File: config.mk
export PLATFORM = sky130hd
export DESIGN_NAME = aqp_spi_msg_master
export DESIGN_NICKNAME = d
export VERILOG_FILES = /design/src/rtl/aqp_spi_msg_master.sv
export SDC_FILE = /design/constraint.sdc
export NUM_CORES = 1
export LEC_CHECK = 0
export ABC_AREA = 1
export ABC_CLOCK_PERIOD_IN_PS = 2550
export CORE_UTILIZATION = 45
export CTS_BUF_LIST = sky130_fd_sc_hd__clkbuf_8
export CTS_CLUSTER_SIZE = 30
export DETAILED_ROUTE_END_ITERATION = 10
export GPL_ROUTABILITY_DRIVEN = 0
export PLACE_DENSITY = 0.72
export SYNTH_ARGS = -nofsm -noshare
export SYNTH_HDL_FRONTEND = slang
export SYNTH_SLANG_ARGS = --single-unit
File: constraint.sdc
create_clock -name clk -period 2.55 [get_ports clk]
set_clock_uncertainty 0.2 [all_clocks]
set_input_delay 0.6375 -clock clk [delete_from_list [all_inputs] [get_ports clk]]
set_output_delay 0.6375 -clock clk [all_outputs]
set_load 0.01 [all_outputs]
File: src/rtl/aqp_spi_msg_master.sv
// aqp_spi_msg_master: SPI mode-0, MSB-first master that sends framed messages.
// A message is one SSEL-low window. Its first byte is the command and the
// remaining bytes are data. Every byte shifted out returns one byte from MISO.
//
// Ports:
//   clk, reset              system clock, asynchronous active-low reset
//   tx_data/tx_last         byte to send and end-of-message flag, sampled on accept
//   tx_valid/tx_ready       byte handshake
//   rx_data/rx_valid        received byte, one-cycle pulse per transmitted byte
//   busy                    high whenever the master is not idle
//   msg_done                one-cycle pulse in the cycle SSEL returns high
//   spi_ssel_n/spi_sclk/spi_mosi/spi_miso   SPI pins (SCLK idles low)
module aqp_spi_msg_master #(
  parameter int unsigned CLKDIV   = 4,
  parameter int unsigned CS_SETUP = 2,
  parameter int unsigned CS_HOLD  = 2,
  parameter int unsigned CS_GAP   = 4
) (
  input  logic       clk,
  input  logic       reset,
  input  logic [7:0] tx_data,
  input  logic       tx_last,
  input  logic       tx_valid,
  output logic       tx_ready,
  output logic [7:0] rx_data,
  output logic       rx_valid,
  output logic       busy,
  output logic       msg_done,
  output logic       spi_ssel_n,
  output logic       spi_sclk,
  output logic       spi_mosi,
  input  logic       spi_miso
);

  localparam logic [2:0] StIdle  = 3'd0;
  localparam logic [2:0] StSetup = 3'd1;
  localparam logic [2:0] StShift = 3'd2;
  localparam logic [2:0] StNext  = 3'd3;
  localparam logic [2:0] StHold  = 3'd4;
  localparam logic [2:0] StGap   = 3'd5;

  localparam int unsigned DivW  = $clog2(CLKDIV) + 1;
  localparam int unsigned MaxCs = (CS_SETUP > CS_HOLD) ?
                                  ((CS_SETUP > CS_GAP) ? CS_SETUP : CS_GAP) :
                                  ((CS_HOLD > CS_GAP) ? CS_HOLD : CS_GAP);
  localparam int unsigned CntW  = $clog2(MaxCs + 1);

  logic [2:0]      state_q, state_d;
  logic [CntW-1:0] cnt_q, cnt_d;
  logic [DivW-1:0] div_q, div_d;
  logic [2:0]      bit_q, bit_d;
  // Bits still to be sent after the one currently on MOSI (byte bits 6..0).
  logic [6:0]      tx_sh_q, tx_sh_d;
  logic [7:0]      rx_sh_q, rx_sh_d;
  logic            last_q, last_d;
  logic            sclk_q, sclk_d;
  logic            ssel_n_q, ssel_n_d;
  logic            mosi_q, mosi_d;
  logic [7:0]      rx_data_q, rx_data_d;
  logic            rx_valid_q, rx_valid_d;
  logic            msg_done_q, msg_done_d;
  logic            miso_s1_q, miso_s2_q;

  logic accept;
  logic div_tc;

  assign tx_ready   = reset & ((state_q == StIdle) | (state_q == StNext));
  assign accept     = tx_valid & tx_ready;
  assign div_tc     = (div_q == DivW'(CLKDIV - 1));
  assign busy       = (state_q != StIdle);
  assign rx_data    = rx_data_q;
  assign rx_valid   = rx_valid_q;
  assign msg_done   = msg_done_q;
  assign spi_ssel_n = ssel_n_q;
  assign spi_sclk   = sclk_q;
  assign spi_mosi   = mosi_q;

  always_comb begin
    state_d    = state_q;
    cnt_d      = cnt_q;
    div_d      = div_q;
    bit_d      = bit_q;
    tx_sh_d    = tx_sh_q;
    rx_sh_d    = rx_sh_q;
    last_d     = last_q;
    sclk_d     = 1'b0;
    mosi_d     = mosi_q;
    rx_data_d  = rx_data_q;
    rx_valid_d = 1'b0;
    msg_done_d = 1'b0;

    unique case (state_q)
      StIdle: begin
        if (accept) begin
          tx_sh_d = tx_data[6:0];
          mosi_d  = tx_data[7];
          last_d  = tx_last;
          bit_d   = 3'd0;
          cnt_d   = '0;
          state_d = StSetup;
        end
      end
      StSetup: begin
        if (cnt_q == CntW'(CS_SETUP - 1)) begin
          div_d   = '0;
          state_d = StShift;
        end else begin
          cnt_d = cnt_q + CntW'(1);
        end
      end
      StShift: begin
        sclk_d = sclk_q;
        if (div_tc) begin
          div_d  = '0;
          sclk_d = ~sclk_q;
          if (!sclk_q) begin
            rx_sh_d = {rx_sh_q[6:0], miso_s2_q};
            bit_d   = bit_q + 3'd1;
          end else if (bit_q != 3'd0) begin
            mosi_d  = tx_sh_q[6];
            tx_sh_d = {tx_sh_q[5:0], 1'b0};
          end else begin
            // Counter wrapped after 8 rises: this is the byte's last falling edge.
            rx_data_d  = rx_sh_q;
            rx_valid_d = 1'b1;
            cnt_d      = '0;
            state_d    = last_q ? StHold : StNext;
          end
        end else begin
          div_d = div_q + DivW'(1);
        end
      end
      StNext: begin
        if (accept) begin
          tx_sh_d = tx_data[6:0];
          mosi_d  = tx_data[7];
          last_d  = tx_last;
          bit_d   = 3'd0;
          div_d   = '0;
          state_d = StShift;
        end
      end
      StHold: begin
        if (cnt_q == CntW'(CS_HOLD - 1)) begin
          msg_done_d = 1'b1;
          mosi_d     = 1'b0;
          cnt_d      = '0;
          state_d    = StGap;
        end else begin
          cnt_d = cnt_q + CntW'(1);
        end
      end
      StGap: begin
        if (cnt_q == CntW'(CS_GAP - 1)) begin
          state_d = StIdle;
        end else begin
          cnt_d = cnt_q + CntW'(1);
        end
      end
      default: begin
        state_d = StIdle;
      end
    endcase

    ssel_n_d = (state_d == StIdle) || (state_d == StGap);
  end

  always_ff @(posedge clk or negedge reset) begin
    if (!reset) begin
      state_q    <= StIdle;
      cnt_q      <= '0;
      div_q      <= '0;
      bit_q      <= 3'd0;
      tx_sh_q    <= 7'd0;
      rx_sh_q    <= 8'd0;
      last_q     <= 1'b0;
      sclk_q     <= 1'b0;
      ssel_n_q   <= 1'b1;
      mosi_q     <= 1'b0;
      rx_data_q  <= 8'd0;
      rx_valid_q <= 1'b0;
      msg_done_q <= 1'b0;
      miso_s1_q  <= 1'b0;
      miso_s2_q  <= 1'b0;
    end else begin
      state_q    <= state_d;
      cnt_q      <= cnt_d;
      div_q      <= div_d;
      bit_q      <= bit_d;
      tx_sh_q    <= tx_sh_d;
      rx_sh_q    <= rx_sh_d;
      last_q     <= last_d;
      sclk_q     <= sclk_d;
      ssel_n_q   <= ssel_n_d;
      mosi_q     <= mosi_d;
      rx_data_q  <= rx_data_d;
      rx_valid_q <= rx_valid_d;
      msg_done_q <= msg_done_d;
      miso_s1_q  <= spi_miso;
      miso_s2_q  <= miso_s1_q;
    end
  end

endmodule

== After elaboration in Yosys (flattened, before gate mapping) ==
Index checks and enable logic that the tools add are counted.

* Input bits: 13
* Word-level logic and storage cells: 105
* Register bits: 43

* Equality and inequality tests: 21
* Reductions and logical operators: 18
* Bitwise operators: 5
* Mux-type cells: 43
* Add/subtract/negate cells: 3

{| class="wikitable"
|+ Operators with widths
! cell !! count
|-
| $mux 3 || 20
|-
| $mux 7 || 4
|-
| $ne 2x2->1 const B || 11
|-
| $pmux 3 s6 || 1
|-
| $pmux 3 s5 || 1
|-
| $pmux 7 s2 || 1
|-
| $mux 1 || 13
|-
| $eq 3x2->1 const B || 4
|-
| $reduce_bool 3->1 || 4
|-
| $add 3x1->3 const B || 3
|-
| $eq 3x3->1 const B || 3
|-
| $pmux 3 s3 || 1
|-
| $reduce_and 4->1 || 2
|-
| $reduce_and 7->1 || 1
|-
| $eq 3x1->1 const B || 2
|-
| $logic_not 3->1 || 2
|-
| $pmux 3 s2 || 1
|-
| $reduce_and 3->1 || 2
|-
| $reduce_and 6->1 || 1
|-
| $reduce_and 5->1 || 1
|-
| $reduce_bool 5->1 || 1
|-
| $pmux 1 s3 || 1
|-
| $and 1x1->1 || 2
|-
| $ne 2x1->1 const B || 1
|-
| other kinds (6) || 7
|}

== Logic depth before layout (Yosys ltp) ==
* Word-level depth: 8
* Gate-level depth with buffers: 12
* Gate-level depth less buffers: 11

== Worst setup path before layout ==
Ideal clock, no wire load.

* Path kind: reg-to-output
* Start: register state_q[0]
* End: output port tx_ready
* Data arrival time: 1.089 ns
* Cell stages (with the launch flop): 6
* Setup slack: 0.624 ns
* Cells stage by stage: dfrtp_1 > nor2_2 > nand2_2 > nand2_4 > inv_2 > nor2_1

* Longest elaborated chain between the ends: 3
* Elaborated cells on any way between the ends: 4

{| class="wikitable"
|+ Ends and longest elaborated chain
! what !! RTL line !! text
|-
| from (decl) || 48 || <nowiki>logic [2:0] state_q, state_d;</nowiki>
|-
| from (signal assigned) || 170 || <nowiki>state_q <= StIdle;</nowiki>
|-
| from (signal assigned) || 186 || <nowiki>state_q <= state_d;</nowiki>
|-
| $eq 3x2->1 or $logic_not 3->1 (tied branches) || 67 || <nowiki>assign tx_ready = reset & ((state_q == StIdle) | (state_q == StNext));</nowiki>
|-
| $or 1x1->1 * || 67 ||
|-
| $and 1x1->1 * || 67 ||
|-
| to (decl) || 24 || <nowiki>output logic tx_ready,</nowiki>
|}

Every way passes the cells marked *; elsewhere a longest branch is shown, timed or not.

== Worst setup path in the final report ==
* Start: register state_q[2]
* End: output port busy

* Longest elaborated chain between the ends: 1

{| class="wikitable"
|+ Ends and longest elaborated chain
! what !! RTL line !! text
|-
| $reduce_bool 3->1 || 70 || <nowiki>assign busy = (state_q != StIdle);</nowiki>
|-
| to (decl) || 27 || <nowiki>output logic busy,</nowiki>
|}

Every way passes these cells.

==> results.md <==
- Most frequent cell after synthesis: nand2_1
- Root buffer cell: clkbuf_8
- Worst EP required: 1.71 ns
- Synth area leaders: dfrtp_1, nand2_1, inv_1
- Final net count: 308
- Critical path type: register to primary output
- Post-CTS Hold Fix Bufs: 0
- Die footprint: 5160 um^2
- Min Tclk post-route: 2.41 ns
- Worst Setup EP: busy
- Post-synth EDFFs: 0
- CP Launch Type: register
- Worst Setup SP: state_q[2]$_DFF_PN0_
- Status: complete, no violations
- GRT overflow: 0
- First-pass GRT wire length: 7110 um
- Reg2reg setup slack: 0.63 ns
- PortBufs: 27
- Post_cts resized: 2
- Max Buffers Root-to-Sink: 2
- Hold Crit Class: input port to asynchronous set/reset pin
- Synth Net Count: 272
- Max-Cap Viols: 0
- Hpwl dp: 3030 um
- I/O pin total: 28
- GR Util met1: 0.237
- Total CTS buffers: 5
- Met3 Track Usage GR: 0.0422
- Std-Cell Core Area: 4690 um^2
- R2R cell count: 7
- Count of final hold-check violations: 0
- Max-slew headroom: 0.667
- Worst slack at placement: 0.205 ns
- Reg clk slew, reported paths: 0.08 ns
- Crit path max fanout: 7
- Yosys reg bits: 43
- Post-synth top flop: dfrtp_1
- First-pass detailed-route iteration total: 7
- Final cycle utilization of the critical path: 0.945
- TNS Setup: 0 ns
- Async set-reset flop share out of synthesis: 1.00
- WP data arrival: 1.57 ns
- Wirelength, routed: 4090 um
- H-Tree Depth: 2
- DR vias/cell: 4.85
- CTS tree: done
- PD cells: 1200 nW/um^2
- Final antenna-violating net count: 0
- Synth top cells by count: nand2_1, dfrtp_1, inv_1
- Die Y: 71.8 um
- CTS Sinks: 43
- Die Wd: 71.8 um
- Antenna violations before repair: 0
- Post-synthesis sequential area ratio: 0.491
- Leak: 1.34 nW
- Starting density of the core: 0.467
- Clock latency at the later pin of the worst-skew pair: 0.29 ns
- Synth Warn #: 0
- Met2 GRT Util: 0.290
- Top-area cell type share of the netlist area: 0.479
- Worst VDD drop: 0.505 mV
- Largest stage delay, worst path: 0.57 ns
- Highest Clock Rate: 0.415 GHz
- Detailed Route Iter0 Violations: 129
- R2r startpoint: bit_q[0]$_DFFE_PN0P_
- Number of diodes: 0
- Fin. max-slew vios: 0
- Total Routing Usage GR: 0.179
- Worst setup margin: 0.141 ns
- Via count: 1669
- Avg Cell Area, Syn: 8.67 um^2
- Vias in the first global route: 1566
- Share of post-route cells with drive strength above 1: 0.203
- Wire per inst: 11.9 um
- Area Overhead vs Synth: 20.4%
- Slowest-stage cell, CP: clkdlybuf4s50_1
- Final setup fails: 0
- Synthesized area: 2190 um^2
- Setup crit end kind: primary output
- Largest net degree at the start of global routing: 36
- Post-CTS Repair Setup Buffers: 0
- Unique cell type count in the Yosys netlist: 29
- Mapped Cells: 253
- Unrepaired setup endpoints after global routing: false
- # DRC: 0
- RR Endpoint: rx_data[3]$_DFFE_PN0P_
- Post-synth top area cell: dfrtp_1
- Slew at the pin closest to its max-slew limit: 0.499 ns
- GRT busiest layer: met2
- FP Rows: 25
- Cell breakdown of the critical path: inv_2 -> nand2_2 -> clkdlybuf4s50_1
stage by stage:
step                total power [W]   util  instances  area (um^2)  hold slack (ns)
finish                      0.00317  0.563        344         2640           0.0810
global route                0.00343  0.563        344         2640           0.0737
CTS                         0.00320  0.563        344         2640           0.0732
detailed placement          0.00266  0.539        336         2530            0.146
global placement            0.00263  0.539        336         2530            0.137
floorplan                   0.00227      -        253         2190            0.131
how the worst min path moves through the flow:
stage / start / to / slack (ns) / cells past startpoint
CTS: reset / bit_q[2]$_DFFE_PN0P_ / 0.07 / 2
detailed placement: miso_s1_q$_DFF_PN0_ / miso_s2_q$_DFF_PN0_ / 0.15 / 0
floorplan: miso_s1_q$_DFF_PN0_ / miso_s2_q$_DFF_PN0_ / 0.13 / 0
global placement: miso_s1_q$_DFF_PN0_ / miso_s2_q$_DFF_PN0_ / 0.14 / 0
finish: reset / bit_q[2]$_DFFE_PN0P_ / 0.08 / 2
global route: reset / bit_q[2]$_DFFE_PN0P_ / 0.07 / 2
critical path, delay by kind of cell (launching register included):
kind | cells | cell delay (ns)
buffers and inverters | 2 | 0.69
DFF | 1 | 0.46
and+or+nand+nor | 1 | 0.13
power breakdown:
group / leakage, nW / internal [W] / switching, W
clock: 0.0581 / 0.000292 / 0.000241
sequential: 0.553 / 0.000924 / 0.000153
combinational: 0.724 / 0.000602 / 0.000953
kinds of logic after synthesis:
group	synth area share
simple gates	0.311
flops	0.491
buf+inv	0.0742
compound gates	0.0799
fa+ha+maj	0.0342
xor+xnor	0.00399
mux	0.00513
per-layer routing:
layer	up-vias	wire length [um]	share of wire
met5	-	0	0
met4	0	63	0.015
met3	5	127	0.031
met2	30	1970	0.48
met1	779	1930	0.47
li1	855	-	-
cell usage in the layout (no fill, tap or decap), types with 4 or more instances in the layout:
| cell type | count |
|---|---|
| inv_1 | 26 |
| inv_2 | 5 |
| dfrtp_1 | 41 |
| clkdlybuf4s50_1 | 25 |
| o21ai_1 | 4 |
| buf_4 | 5 |
| o21ai_0 | 12 |
| o21ai_2 | 7 |
| clkbuf_8 | 5 |
| nor2_1 | 19 |
| nand2_2 | 12 |
| nand3_1 | 16 |
| ha_1 | 6 |
| nand2_1 | 75 |
| nand2_4 | 5 |
sequential cells by signal, indices dropped and copies added, names as in the netlist:
register    cells
rx_sh_q         8
msg_done        1
tx_sh_q         7
state_q         3
rx_data         8
spi_ssel_n      1
spi_mosi        1
bit_q           3
spi_sclk        1
miso_s1_q       1
miso_s2_q       1
cnt_q           3
div_q           3
last_q          1
rx_valid        1
layout make-up:
| class | count | area [um^2] |
|---|---|---|
| tap | 54 | 67.6 |
| clock buffer | 5 | 68.8 |
| sequential | 43 | 1080 |
| timing repair buffer | 32 | 302 |
| inverter | 32 | 128 |
| multi-input combinational | 175 | 953 |
| clock inverter | 3 | 43.8 |
| fill | 446 | 2050 |
Note: power is estimated with default switching activity, not from simulation.
